===== src/rtl/pipe_pkg.sv =====
// Shared definitions for the pipeline stall/flush sequencer: stage indices,
// controller state encoding and per-stage hold/bubble masks (bit0=IF .. bit4=WB).
package pipe_pkg;

    localparam int unsigned ST_IF = 0;
    localparam int unsigned ST_ID = 1;
    localparam int unsigned ST_EX = 2;
    localparam int unsigned ST_ME = 3;
    localparam int unsigned ST_WB = 4;

    typedef enum logic [1:0] {
        S_RUN = 2'd0,
        S_MDU = 2'd1,
        S_MEM = 2'd2
    } ctrl_state_t;

    localparam logic [4:0] MSK_NONE   = 5'b00000;
    localparam logic [4:0] MSK_ALL    = 5'b11111;
    localparam logic [4:0] STALL_MEMW = 5'b01111;
    localparam logic [4:0] FLUSH_MEMW = 5'b10000;
    localparam logic [4:0] STALL_MDU  = 5'b00111;
    localparam logic [4:0] FLUSH_MDU  = 5'b01000;
    localparam logic [4:0] STALL_LU   = 5'b00011;
    localparam logic [4:0] FLUSH_LU   = 5'b00100;
    localparam logic [4:0] FLUSH_BR   = 5'b00010;

endpackage


===== src/rtl/ctrl_downcnt.sv =====
// Loadable down-counter that saturates at zero; tracks remaining MUL/DIV cycles.
module ctrl_downcnt #(
    parameter int unsigned CNT_W = 8
) (
    input  logic             clk,
    input  logic             rst,
    input  logic             load,
    input  logic [CNT_W-1:0] load_val,
    input  logic             dec,
    output logic [CNT_W-1:0] cnt
);

    always_ff @(posedge clk or negedge rst) begin
        if (!rst) begin
            cnt <= '0;
        end else if (load) begin
            cnt <= load_val;
        end else if (dec && (cnt != '0)) begin
            cnt <= cnt - 1'b1;
        end
    end

endmodule


===== src/rtl/pipeline_ctrl.sv =====
// Stall/flush sequencer for the 5-stage pipeline: merges load-use, MUL/DIV,
// data-memory wait and branch requests into Mealy per-stage stall/flush/PC-write.
module pipeline_ctrl
    import pipe_pkg::*;
#(
    parameter int unsigned MUL_CYCLES = 4,
    parameter int unsigned DIV_CYCLES = 33,
    parameter int unsigned MEM_TMO    = 255,
    parameter int unsigned CNT_W      = 8,
    parameter bit          DELAY_SLOT = 1'b1
) (
    input  logic       clk,
    input  logic       rst,
    input  logic       id_pause,
    input  logic       id_br_taken,
    input  logic       ex_mdu_start,
    input  logic       ex_mdu_div,
    input  logic       me_mem_req,
    input  logic       me_mem_ack,
    output logic [4:0] stall_o,
    output logic [4:0] flush_o,
    output logic       pc_we_o,
    output logic       mdu_busy_o,
    output logic       mem_err_o,
    output logic [1:0] state_o
);

    localparam logic [CNT_W-1:0] MUL_LD  = CNT_W'(MUL_CYCLES - 1);
    localparam logic [CNT_W-1:0] DIV_LD  = CNT_W'(DIV_CYCLES - 1);
    localparam logic [CNT_W-1:0] TMO_VAL = CNT_W'(MEM_TMO);
    localparam logic [CNT_W-1:0] ONE     = CNT_W'(1);

    ctrl_state_t      state, state_nxt;
    logic [CNT_W-1:0] mcnt, mcnt_nxt;
    logic [CNT_W-1:0] dcnt, dcnt_ld_val;
    logic             tmo, memw, mdu_issue, mdu_hold, dcnt_ld, dcnt_dec;

    assign tmo         = (state == S_MEM) && (mcnt == TMO_VAL);
    assign memw        = me_mem_req & ~me_mem_ack & ~tmo;
    assign mdu_issue   = (state == S_RUN) & ex_mdu_start;
    // The MDU keeps running through a memory wait, so its hold survives in S_MEM.
    assign mdu_hold    = mdu_issue | (state == S_MDU) | ((state == S_MEM) & (dcnt != '0));
    assign dcnt_ld     = mdu_issue & ~memw;
    assign dcnt_ld_val = ex_mdu_div ? DIV_LD : MUL_LD;
    assign dcnt_dec    = (state != S_RUN);

    ctrl_downcnt #(.CNT_W(CNT_W)) u_dcnt (
        .clk      (clk),
        .rst      (rst),
        .load     (dcnt_ld),
        .load_val (dcnt_ld_val),
        .dec      (dcnt_dec),
        .cnt      (dcnt)
    );

    always_ff @(posedge clk or negedge rst) begin
        if (!rst) begin
            state <= S_RUN;
            mcnt  <= '0;
        end else begin
            state <= state_nxt;
            mcnt  <= mcnt_nxt;
        end
    end

    always_comb begin
        state_nxt = state;
        mcnt_nxt  = mcnt;
        unique case (state)
            S_RUN: begin
                if (memw) begin
                    state_nxt = S_MEM;
                    mcnt_nxt  = ONE;
                end else if (ex_mdu_start && (dcnt_ld_val != '0)) begin
                    state_nxt = S_MDU;
                end
            end
            S_MDU: begin
                if (memw) begin
                    state_nxt = S_MEM;
                    mcnt_nxt  = ONE;
                end else if (dcnt <= ONE) begin
                    state_nxt = S_RUN;
                end
            end
            S_MEM: begin
                if (memw) begin
                    mcnt_nxt = (mcnt != '1) ? mcnt + 1'b1 : mcnt;
                end else begin
                    // Resume MDU only if cycles remain after this one's decrement.
                    state_nxt = (dcnt > ONE) ? S_MDU : S_RUN;
                    mcnt_nxt  = '0;
                end
            end
            default: state_nxt = S_RUN;
        endcase
    end

    always_comb begin
        stall_o   = MSK_NONE;
        flush_o   = MSK_NONE;
        pc_we_o   = 1'b1;
        mem_err_o = 1'b0;
        if (memw) begin
            stall_o = STALL_MEMW;
            flush_o = FLUSH_MEMW;
            pc_we_o = 1'b0;
        end else if (mdu_hold) begin
            stall_o = STALL_MDU;
            flush_o = FLUSH_MDU;
            pc_we_o = 1'b0;
        end else if (id_pause) begin
            stall_o = STALL_LU;
            flush_o = FLUSH_LU;
            pc_we_o = 1'b0;
        end else if (id_br_taken) begin
            flush_o = DELAY_SLOT ? MSK_NONE : FLUSH_BR;
        end
        if (tmo) begin
            flush_o[ST_ME] = 1'b1;
            mem_err_o      = 1'b1;
        end
        if (!rst) begin
            stall_o   = MSK_NONE;
            flush_o   = MSK_ALL;
            pc_we_o   = 1'b0;
            mem_err_o = 1'b0;
        end
    end

    assign mdu_busy_o = rst & (state == S_MDU);
    assign state_o    = state;

endmodule

===== config.mk =====
export PLATFORM = sky130hd
export DESIGN_NAME = pipeline_ctrl
export DESIGN_NICKNAME = d
export VERILOG_FILES = /design/src/rtl/pipe_pkg.sv /design/src/rtl/ctrl_downcnt.sv /design/src/rtl/pipeline_ctrl.sv
export SDC_FILE = /design/constraint.sdc
export NUM_CORES = 1
export LEC_CHECK = 0
export CORE_UTILIZATION = 40
export DETAILED_ROUTE_END_ITERATION = 12
export GPL_TIMING_DRIVEN = 0
export SLEW_MARGIN = 25
export SYNTH_ARGS = -nofsm -noshare
export SYNTH_HDL_FRONTEND = slang
export SYNTH_SLANG_ARGS = --single-unit

===== constraint.sdc =====
create_clock -name clk -period 5.9 [get_ports clk]
set_input_delay 0.885 -clock clk [delete_from_list [all_inputs] [get_ports clk]]
set_output_delay 0.885 -clock clk [all_outputs]
set_load 0.1 [all_outputs]

# After elaboration in Yosys (flattened, before gate mapping)
# Cells that the tools add are included.
dict set report word_totals {
  word_cells 68
  input_bits 8
  reg_bits 18
}
dict set report classes {
  mux 29
  n_reduce_logical 12
  bitwise_logic 11
  order_cmp 2
  n_addsub 2
  eq_ne 9
}
# cell count
set ops {}
lappend ops {{$mux 8} 5}
lappend ops {{$mux 5} 4}
lappend ops {{$pmux 8 s2} 1}
lappend ops {{$reduce_bool 8->1} 2}
lappend ops {{$mux 2} 6}
lappend ops {{$add 8x1->8 const B} 1}
lappend ops {{$eq 8x8->1 const B} 1}
lappend ops {{$gt 8x1->1 const B} 1}
lappend ops {{$le 8x1->1 const B} 1}
lappend ops {{$mux 1} 8}
lappend ops {{$ne 8x8->1 const B} 1}
lappend ops {{$sub 8x1->8 const B} 1}
lappend ops {{$and 1x1->1} 6}
lappend ops {{$mux 3} 2}
lappend ops {{$mux 6} 1}
lappend ops {{$ne 3x2->1 const B} 2}
lappend ops {{$pmux 2 s3} 1}
lappend ops {{$reduce_and 3->1} 2}
lappend ops {{$reduce_bool 2->1} 3}
lappend ops {{$mux 4} 1}
lappend ops {{$logic_and 1x1->1} 3}
lappend ops {{$ne 3x3->1 const B} 1}
lappend ops {{$not 1->1} 3}
lappend ops {{$eq 2x1->1 const B} 1}
lappend ops {{6 further kinds} 7}

# Longest topological paths before layout
dict set report depth {
  word_depth 8
  depth_mapped 7
}

# Modules after synthesis
# A second synthesis with hierarchy kept.
dict set report unflattened {
  cells_unflattened 142
  hier_area_um2 1263.7
}
# module cells_per_inst seq_area_each_um2 area_per_inst_um2 n_inst
set modules_own_cells {}
lappend modules_own_cells {pipeline_ctrl 82 250.2 723.2 1}
lappend modules_own_cells {ctrl_downcnt 60 200.2 540.5 1}

# Worst setup path before layout
# Ideal clock, no wire load.
dict set report synth_path {
  path_type {register -> output}
  from {reg state[0], in the netlist state_o[0]}
  to {out pc_we_o}
  n_path_buf 1
  required_ns 5.015
  arrival_ns 3.969
  path_stages_with_launch 6
  setup_slack_ns 1.046
  path_cell_list {dfrtp_1 clkbuf_1 nand2b_1 o31ai_1 o211ai_1 nor3_1}
}
dict set report synth_via {
  elab_chain_cells 7
  word_cells_on_any_way 13
  cone_classes {eq/ne: 2; mux: 3; bitwise: 6; reduce/logical: 2}
}
# item line_no
set synth_lines {}
lappend synth_lines {{start: declaration} pipeline_ctrl.sv:33} ;# ctrl_state_t state, state_nxt;
lappend synth_lines {{start signal: assignment} pipeline_ctrl.sv:61} ;# state <= state_nxt;
lappend synth_lines {{$logic_not 2->1} pipeline_ctrl.sv:40} ;# assign mdu_issue = (state == S_RUN) & ex_mdu_start;
lappend synth_lines {{$and 1x1->1} pipeline_ctrl.sv:40}
lappend synth_lines {{$or 1x1->1 (2 in series)} pipeline_ctrl.sv:42} ;# assign mdu_hold = mdu_issue | (state == S_MDU) | ((state == S_MEM) & (dcnt != '0));
lappend synth_lines {{$mux 1} pipeline_ctrl.sv:108} ;# end else if (mdu_hold) begin
lappend synth_lines {{$mux 1 *} pipeline_ctrl.sv:104} ;# if (memw) begin
lappend synth_lines {{$mux 1 *} pipeline_ctrl.sv:123} ;# if (!rst) begin
lappend synth_lines {{end: declaration} pipeline_ctrl.sv:22} ;# output logic pc_we_o,
# Mark *: on every way between the ends. The rest lies on a longest branch, timed or not.

# Worst setup path after layout
dict set report layout_path {
  from {in me_mem_req}
  to {out stall_o[1]}
}
dict set report layout_via {
  elab_chain_cells 4
}
# item line_no
set layout_lines {}
lappend layout_lines {{start: declaration} pipeline_ctrl.sv:18} ;# input logic me_mem_req,
lappend layout_lines {{$and 1x1->1 (2 in series)} pipeline_ctrl.sv:39} ;# assign memw = me_mem_req & ~me_mem_ack & ~tmo;
lappend layout_lines {{$mux 5} pipeline_ctrl.sv:104}
lappend layout_lines {{$mux 5} pipeline_ctrl.sv:123}
lappend layout_lines {{end: declaration} pipeline_ctrl.sv:20} ;# output logic [4:0] stall_o,
# Every way passes these cells.

==> impl_metrics.env <==
export IMPL_drcViolationCount=0
export IMPL_clkTransAtPathRegs_ns=0.10
export IMPL_finalHoldViolCount=0
export IMPL_synthSimpleGateAreaFrac_pct=21.1
export IMPL_timing_worst_setup_path_type="in2out"
export IMPL_period_minus_slack_ns=4.35
export IMPL_synth_top_cell_by_area="dfrtp_1"
export IMPL_muxShareOfSynthArea_pct=2.60
export IMPL_core_sq_mm=0.00276
export IMPL_first_iter_violations=26
export IMPL_place_gp_congestion=0.750
export IMPL_insertion_delay_ns=0.29
export IMPL_min_period_over_period_pct=73.8
export IMPL_place_inst=178
export IMPL_ys_top_cells_by_count="dfrtp_1 (18), nor2_1 (10), a21oi_1 (9), nand3_1 (8)"
export IMPL_outcome="finished clean"
export IMPL_numCtsBuffers=3
export IMPL_ff_latch_area_sq_um=450
export IMPL_synth_xor_area_share_pct=1.52
export IMPL_yosysTopAreaCellShare_pct=39.0
export IMPL_cp_required_ns=5.02
export IMPL_synthAdderAreaFrac_pct=4.33
export IMPL_syn_to_final_growth_pct=23.4
export IMPL_synth_ff_type="dfrtp_1"
export IMPL_n_antenna_cell=0
export IMPL_powerDensity_mw_per_mm2=371
export IMPL_whs_path_depth=1
export IMPL_die_y_um=55.8
export IMPL_avgSynthCellArea_sq_um=9.10
export IMPL_min_from="mcnt[7]"
export IMPL_leakagePower_nw=0.605
export IMPL_stdcell_count=182
export IMPL_final_nets=164
export IMPL_ant_nets=0
export IMPL_ctsResizeCount=0
export IMPL_arrival_ns=3.47
export IMPL_die_area_sq_mm=0.00311
export IMPL_start_kind="input port"
export IMPL_die_w_um=55.8
export IMPL_peakVddDrop_mv=0.263
export IMPL_crit_path_end_kind="output pin"
export IMPL_r2r_end="mcnt[7]"
export IMPL_dp_hpwl_um=1850
export IMPL_timing_rr_start="mcnt[0]"
export IMPL_initial_core_util_pct=41.9
export IMPL_ys_seq_elements=18
export IMPL_cts_hold_buffers_added=0
export IMPL_synthArstFlopShare_pct=100
export IMPL_rows=19
export IMPL_skew_ns=0.00702
export IMPL_setup_viol=0
export IMPL_crit_fanout=6
export IMPL_h_tree_depth=1
export IMPL_synth_compound_area_share_pct=25.6
export IMPL_grt_pass1_vias=931
export IMPL_synth_enable_flop_cells=0
export IMPL_synth_cell_types=36
export IMPL_synth_top_family_by_area="compound AO/OA/AOI/OAI gates"
export IMPL_synth_seq_area_share_pct=39.0
export IMPL_maxCapViolCount=0
export IMPL_grt_pass1_wl_um=4220
export IMPL_io_pins=23
export IMPL_wirelength_um=2450
export IMPL_power_mw=0.529
export IMPL_setup_tns_ns=0
export IMPL_nFillCells=273
export IMPL_synth_warnings=0
export IMPL_r2r_cells=6
export IMPL_maxSlewViolCount=0
export IMPL_clock_path_buffers=2
export IMPL_fmax_mhz=230
export IMPL_multi_input_area_sq_um=642
export IMPL_grt_overflow=0
export IMPL_vias=1038
export IMPL_root_buffer="clkbuf_4"
export IMPL_cts_sinks=18
export IMPL_synth_area_top_cells="dfrtp_1 (39%), ha_1 (4.3%), a21oi_1 (3.9%)"
export IMPL_antenna_found_initial=0
export IMPL_cts_tree="built"
export IMPL_slew_headroom_pct=35.0
export IMPL_via_per_inst=5.70
export IMPL_dr_pass1_iters=4
export IMPL_wl_per_cell_um=13.5
export IMPL_postLayoutCoreUtil_pct=51.7
export IMPL_tightest_slew_ns=0.972
export IMPL_min_to="mcnt[7]"
export IMPL_synth_area_sq_mm=0.00116
export IMPL_synth_most_common_cell="dfrtp_1"
export IMPL_synth_cells=127
export IMPL_port_buffer_count=20
export IMPL_hold_path_class="reg2reg"
export IMPL_drive_gt1_share_pct=9.27
export IMPL_grt_max_degree=24
export IMPL_rsz0062_at_grt="no"
export IMPL_syn_nets=139
export IMPL_r2r_slack_ns=3.97
export IMPL_cts_setup_buffers=0
export IMPL_grt_usage_pct=17.0
[power by group]
group          total, mW  switching [mW]  leakage, nW  internal, mW
Combinational      0.264           0.167        0.349        0.0966
Sequential         0.188          0.0330        0.234         0.155
Clock             0.0772          0.0397       0.0210        0.0376
[cell type report]
class,instances,share of cell area [%]
clock buffers,4,2.54
well taps,31,2.72
inverters,5,1.32
repair buffers,20,13.7
flip-flops and latches,18,31.6
multi-input cells,97,45.0
plain buffers,7,3.16
[registers in the layout (all words and copies together) (netlist names)]
signal,flops
mcnt,8
state_o,2
u_dcnt.cnt,8
[cells by family (layout without fill, tap and decap cells)]
kind of cell / Yosys count / in the layout
and+or+nand+nor: 44 / 44
AOI/OAI and AO/OA: 43 / 43
DFF: 18 / 18
buffers and inverters: 12 / 36
adders and majority gates: 4 / 4
muxes: 3 / 3
xor gates and xnor gates: 2 / 2
other: 1 / 1
[cell usage in the layout (no fill, tap or decap), types with 2 or more instances in the layout]
cell type	instances
a21oi_1	9
a22o_1	3
nor3_1	2
o21ai_0	5
o31ai_1	4
o211ai_1	4
or4_1	2
a21o_1	3
inv_1	5
nand2b_1	3
nand3_1	8
nor4_1	2
clkdlybuf4s50_1	19
ha_1	4
clkbuf_4	3
or3_1	4
buf_4	3
o21bai_1	2
dfrtp_1	18
nand2_1	2
nand4_1	3
nor2_1	10
o211ai_2	2
a31oi_1	5
mux2i_1	3
o21a_1	4
xnor2_1	2
and3_1	3
clkbuf_1	3
[worst max-delay path by stage]
stage / slack (ns) / from / cells past startpoint / to
final: 1.55 / me_mem_req / 6 / stall_o[1]
after global placement: 1.14 / rst / 5 / stall_o[1]
after floorplan: 1.05 / state_o[0] / 5 / pc_we_o
after global routing: 1.34 / mcnt[0] / 6 / pc_we_o
after detailed placement: 1.07 / rst / 5 / stall_o[1]
after CTS: 1.06 / rst / 5 / stall_o[1]
[layer usage]
metal	global-route usage (%)	wire [um]	vias up
met5	0	0	-
met4	5.36	17	0
met3	3.49	99	2
met2	26.3	1070	20
met1	23.8	1260	490
li1	-	-	526
[stage by stage]
stage	worst slack [ns]	cell area (sq um)	hold slack, ns
floorplan	1.05	1160	0.450
global placement	1.14	1400	0.477
detailed placement	1.07	1400	0.484
CTS	1.06	1430	0.499
global route	1.34	1430	0.540
finish	1.55	1430	0.497
[worst max-delay path, stage by stage]
cell	delay, ns
clkdlybuf4s50_1	0.47
nor2b_1	0.36
o31ai_1	0.24
a31oi_1	0.26
buf_4	0.14
clkdlybuf4s50_1	1.11
Power figures use the tool's default switching activity.
==> variant 1, RTL diff (same flow settings) <==
`CNT_W` is set to 8 in 2 places; all go to 9.
--- a/src/rtl/ctrl_downcnt.sv
+++ b/src/rtl/ctrl_downcnt.sv
@@ -1,6 +1,6 @@
 // Loadable down-counter that saturates at zero; tracks remaining MUL/DIV cycles.
 module ctrl_downcnt #(
-    parameter int unsigned CNT_W = 8
+    parameter int unsigned CNT_W = 9
 ) (
     input  logic             clk,
     input  logic             rst,
--- a/src/rtl/pipeline_ctrl.sv
+++ b/src/rtl/pipeline_ctrl.sv
@@ -6,7 +6,7 @@
     parameter int unsigned MUL_CYCLES = 4,
     parameter int unsigned DIV_CYCLES = 33,
     parameter int unsigned MEM_TMO    = 255,
-    parameter int unsigned CNT_W      = 8,
+    parameter int unsigned CNT_W      = 9,
     parameter bit          DELAY_SLOT = 1'b1
 ) (
     input  logic       clk,
Formal check against the unedited RTL: same outputs for any inputs over 10 cycles, from zero or initial values and one cycle with rst low; that may be too few to reach the edited logic, so the function may still have changed.
==> variant 1 against the unedited design <==
Design area is 13% higher; non-clock buffer count is 3 higher; area after synthesis is 14% higher; worst setup slack worse by 0.048 ns; first-iteration DRC count is 69% higher; utilization is 0.050 points higher; total power is 20% higher; combinational power is 33% higher; fmax is 1.1% lower; sequential cell count is 2 higher; cell count is 21% higher; highest routed layer is now met3; wire length is 18% higher.
==> variant 1: results (changes against the unedited design) <==
Status
  • Status: finished clean

Place
  • DP Area: 1570 µm² (+13%)
  • Dpl hpwl: 2.192 mm (+18%)
  • Post-Place Setup Slack: 1.723 ns (+0.6486 ns)

Floorplan
  • Well Taps: 44 (+42%)

Critical path
  • Crit path DAT: 3.52 ns (+0.05 ns)
  • Worst Reg2Reg Path Length in Cells: 10 (+4)
  • Crit start category: flip-flop
  • CP Max Fanout: 7 (+1)
  • Crit path capture: flush_o[2]
  • CP peak stage delay: 1.16 ns (+0.05 ns)

Synth
  • Sequential-to-total area share from yosys stat: 0.3791 (-0.01046)
  • Synth cell types: 49 (+36%)
  • Synth top area cells: dfrtp_1 (38%), ha_1 (4.7%), nand2_1 (4.0%), nor2_1 (3.7%), a21oi_1 (3.4%)
  • Commonest cells in the synthesized netlist: dfrtp_1 (20), nand2_1 (14), nor2_1 (13), a21oi_1 (9)
  • Net Count, Synth: 165 (+19%)

Clock tree
  • Clk pin slew, worst setup/hold paths: 0.12 ns (+0.02 ns)
  • Clk sink count: 20 (+2)

Power
  • Worst-case vdd ir drop: 0.1309 mV (-50%)
  • Static Leak: 0.6840 nW (+13%)

Routing
  • Vias per cell: 5.323 (-6.7%)
  • Iter 0 DRT Violations: 44 (+69%)
  • Met3 Wirelength: 57 µm (-42%)
  • Top routing layer in use: met3
  • M1 wire length: 1.426 mm (+13%)
  • Avg WL per Cell: 13.16 µm (-2.2%)
  • Metal2 WL: 1.413 mm (+32%)

Cells and area
  • #MultiIn Comb: 114 (+18%)
  • Inverters: 8 (+3)
  • Clock network area share: 0.02259 (-0.002853)
  • Buffering overhead: 0.1550 (-0.01344)
  • Multi-input logic portion of the cell area: 0.4579 (+0.007945)
  • Nets@finish: 190 (+16%)
  • Seq/total area: 0.3115 (-0.004262)
  • Non-CTS buffers: 30 (+11%)

Timing
  • Tmin final: 4.402 ns (+0.04795 ns)

Global routing
  • Met3 Resource Use GR: 0.02838 (-0.006499)
  • Met2 usage: 0.3082 (+0.04485)
  • First-pass GRT wire length: 4.836 mm (+15%)
  • GRT Total Usage: 0.1796 (+0.009672)
  • Met1 Track Usage GR: 0.2371 (-0.001038)
  • Largest net degree at the start of global routing: 28 (+17%)
  • Vias in the first global route: 1108 (+19%)
variant 1: changes by cell type after synthesis, sizes merged, moves of 3 or more:
cell | unedited run | this run
inv | 5 | 8
o21a | 4 | 1
nor2 | 10 | 13
a22o | 3 | 0
a31oi | 5 | 1
nor3 | 2 | 6
o21ai | 6 | 9
o211ai | 6 | 0
nand2 | 2 | 14
variant 1: worst min path at each step:
stage,startpoint,end,slack (ns),cells past startpoint
2_1_floorplan,mcnt[5]$_DFFE_PN0P_,mcnt[5]$_DFFE_PN0P_,0.47,1
3_3_place_gp,mcnt[8]$_DFFE_PN0P_,mcnt[8]$_DFFE_PN0P_,0.50,2
3_5_place_dp,mcnt[7]$_DFFE_PN0P_,mcnt[7]$_DFFE_PN0P_,0.50,1
4_1_cts,mcnt[7]$_DFFE_PN0P_,mcnt[7]$_DFFE_PN0P_,0.53,1
5_1_grt,mcnt[7]$_DFFE_PN0P_,mcnt[7]$_DFFE_PN0P_,0.56,1
6_report,mcnt[7]$_DFFE_PN0P_,mcnt[7]$_DFFE_PN0P_,0.53,1
variant 1: per-stage QoR:
step | cells | utilization
6_report | 220 | 0.5177
5_1_grt | 220 | 0.5177
4_1_cts | 220 | 0.5177
3_5_place_dp | 216 | 0.5060
3_3_place_gp | 216 | 0.5077
2_1_floorplan | 152 | -
variant 1: cell families after synthesis:
family,after synthesis,share of synthesized area
and+or+nand+nor,65,0.2626
AOI/OAI and AO/OA,38,0.2085
DFF,20,0.3791
buffers and inverters,18,0.06350
adders and majority gates,5,0.04739
muxes,3,0.02275
xor gates and xnor gates,2,0.01327
other,1,0.002841
variant 1: where the power goes:
part	switching, mW	leakage [nW]	internal [mW]
combinational	0.232	0.401	0.118
clock	0.0420	0.0210	0.0375
sequential	0.0358	0.261	0.170
total	0.309	0.684	0.326
==> variant 2, RTL diff (config.mk and constraints unchanged) <==
Made on the original files. Put a register stage on the output `mem_err_o`. The value now appears one clock later. The other outputs are not delayed to match.
--- a/src/rtl/pipeline_ctrl.sv
+++ b/src/rtl/pipeline_ctrl.sv
@@ -29,6 +29,8 @@
     localparam logic [CNT_W-1:0] DIV_LD  = CNT_W'(DIV_CYCLES - 1);
     localparam logic [CNT_W-1:0] TMO_VAL = CNT_W'(MEM_TMO);
     localparam logic [CNT_W-1:0] ONE     = CNT_W'(1);
+
+    logic mem_err_d;
 
     ctrl_state_t      state, state_nxt;
     logic [CNT_W-1:0] mcnt, mcnt_nxt;
@@ -100,7 +102,7 @@
         stall_o   = MSK_NONE;
         flush_o   = MSK_NONE;
         pc_we_o   = 1'b1;
-        mem_err_o = 1'b0;
+        mem_err_d = 1'b0;
         if (memw) begin
             stall_o = STALL_MEMW;
             flush_o = FLUSH_MEMW;
@@ -118,17 +120,21 @@
         end
         if (tmo) begin
             flush_o[ST_ME] = 1'b1;
-            mem_err_o      = 1'b1;
+            mem_err_d      = 1'b1;
         end
         if (!rst) begin
             stall_o   = MSK_NONE;
             flush_o   = MSK_ALL;
             pc_we_o   = 1'b0;
-            mem_err_o = 1'b0;
+            mem_err_d = 1'b0;
         end
     end
 
     assign mdu_busy_o = rst & (state == S_MDU);
     assign state_o    = state;
 
+    always_ff @(posedge clk) begin
+        mem_err_o <= mem_err_d;
+    end
+
 endmodule
Function: same outputs for any inputs over 10 cycles, from zero or initial values and one cycle with rst low; that may be too few to reach the edited logic, so the function may still have changed.
==> variant 2 against the unedited design <==
Total power is 1.1% lower; design area is 0.61% higher; critical path type unchanged; wire length up 6.4%; largest cell class unchanged; clock skew shrank 0.0025 ns; sequential cell count increased by 1; worst setup slack worse by 0.039 ns; area after synthesis rose by 1.5%; combinational power shrank 3%.
==> variant 2: results (changes against the unedited design) <==
Status
  • Status: finished clean

Synth
  • Synth cell types: 39 (+8.3%)
  • Cell count after synthesis: 128 (+0.79%)
  • Commonest cells in the synthesized netlist: dfrtp_1 (18), nor2_1 (10), a21oi_1 (9), nand3_1 (9)
  • Yosys reg bits: 19 (+1)
  • Sequential-to-total area share from yosys stat: 0.4009 (+0.01124)
  • Net Count, Synth: 140 (+0.72%)
  • Synth top area cells: dfrtp_1 (38%), ha_1 (4.3%), a21oi_1 (3.8%), nand3_1 (3.8%), nor2_1 (3.2%)
  • Fraction of registers with async set/reset: 0.9474 (-0.05263)

Cells and area
  • Fraction of layout cells with a size suffix above 1: 0.09868 (+0.005969)
  • Multi-input logic portion of the cell area: 0.4455 (-0.004491)
  • Total of fill cells in the finished design: 257 (-5.9%)
  • Non-CTS buffers: 27 (unchanged)
  • Clock network area share: 0.01918 (-0.006258)
  • Area grow syn2layout: 22.28%
  • Reg area: 470.5 µm² (+4.4%)
  • Buffering overhead: 0.1674 (-0.001028)
  • Nets@finish: 165 (+0.61%)

Clock tree
  • Worst-Skew Late Latency: 0.31 ns (+0.02 ns)
  • Clk pin slew, worst setup/hold paths: 0.12 ns (+0.02 ns)

Place
  • Dpl hpwl: 1.910 mm (+3.0%)
  • DP Area: 1413 µm² (+1.3%)
  • RePlAce Congestion: 0.8815 (+17%)
  • Dpl cells: 179 (+0.56%)
  • Post-Place Setup Slack: 1.094 ns (+0.02023 ns)

Critical path
  • Crit path DAT: 3.51 ns (+0.04 ns)
  • Worst R2R Setup Slack: 3.94 ns (-0.03 ns)

Global routing
  • Met2 usage: 0.2755 (+0.01217)
  • Met3 Resource Use GR: 0.02326 (-0.01163)
  • GRT Total Usage: 0.1771 (+0.007248)
  • Met1 Track Usage GR: 0.2349 (-0.003236)

Routing
  • Vias per cell: 5.781 (+1.4%)
  • M1 wire length: 1.178 mm (-6.6%)
  • DR vias: 1058 (+1.9%)
  • Metal2 WL: 1.259 mm (+18%)
  • Met3 Wirelength: 83 µm (-16%)
  • Iter 0 DRT Violations: 32 (+23%)

Power
  • Worst-case vdd ir drop: 0.2191 mV (-17%)
  • Static Leak: 0.5991 nW (-0.93%)

Timing
  • Slew @ Worst Pin: 0.9832 ns (+0.01134 ns)
  • Hold Slack: 0.5013 ns (+0.003875 ns)
  • F_max: 227.6 MHz (-0.89%)
variant 2: changes by cell type after synthesis:
cell / unedited run / this run
nand3_1: 8 / 9
o21a_1: 4 / 3
o221ai_1: 0 / 1
a21o_1: 3 / 2
mux2i_1: 3 / 2
dfxtp_1: 0 / 1
o21ai_2: 0 / 1
variant 2: power by group:
part | switching (mW) | leakage (nW) | total (mW) | internal (mW)
registers | 0.0350 | 0.242 | 0.196 | 0.161
clock network | 0.0458 | 0.0177 | 0.0711 | 0.0253
logic | 0.163 | 0.339 | 0.256 | 0.0929
variant 2: kinds of logic (layout without fill, tap and decap cells):
group | count (synthesis) | after routing | synth area share
fa+ha+maj | 4 | 4 | 0.04265
other cells | 1 | 1 | 0.003195
mux | 2 | 2 | 0.01706
compound gates | 43 | 43 | 0.2548
flops | 19 | 19 | 0.4009
buf+inv | 12 | 36 | 0.05437
simple gates | 45 | 45 | 0.2122
xor+xnor | 2 | 2 | 0.01493
variant 2: worst min-delay path by stage:
| stage | from | cells past startpoint | endpoint |
|---|---|---|---|
| after floorplan | mcnt[7]$_DFFE_PN0P_ | 1 | mcnt[7]$_DFFE_PN0P_ |
| after global placement | mcnt[7]$_DFFE_PN0P_ | 1 | mcnt[7]$_DFFE_PN0P_ |
| after detailed placement | mcnt[7]$_DFFE_PN0P_ | 1 | mcnt[7]$_DFFE_PN0P_ |
| after CTS | mcnt[7]$_DFFE_PN0P_ | 1 | mcnt[7]$_DFFE_PN0P_ |
| after global routing | rst | 1 | u_dcnt.cnt[1]$_DFFE_PN0P_ |
| final | mcnt[7]$_DFFE_PN0P_ | 1 | mcnt[7]$_DFFE_PN0P_ |
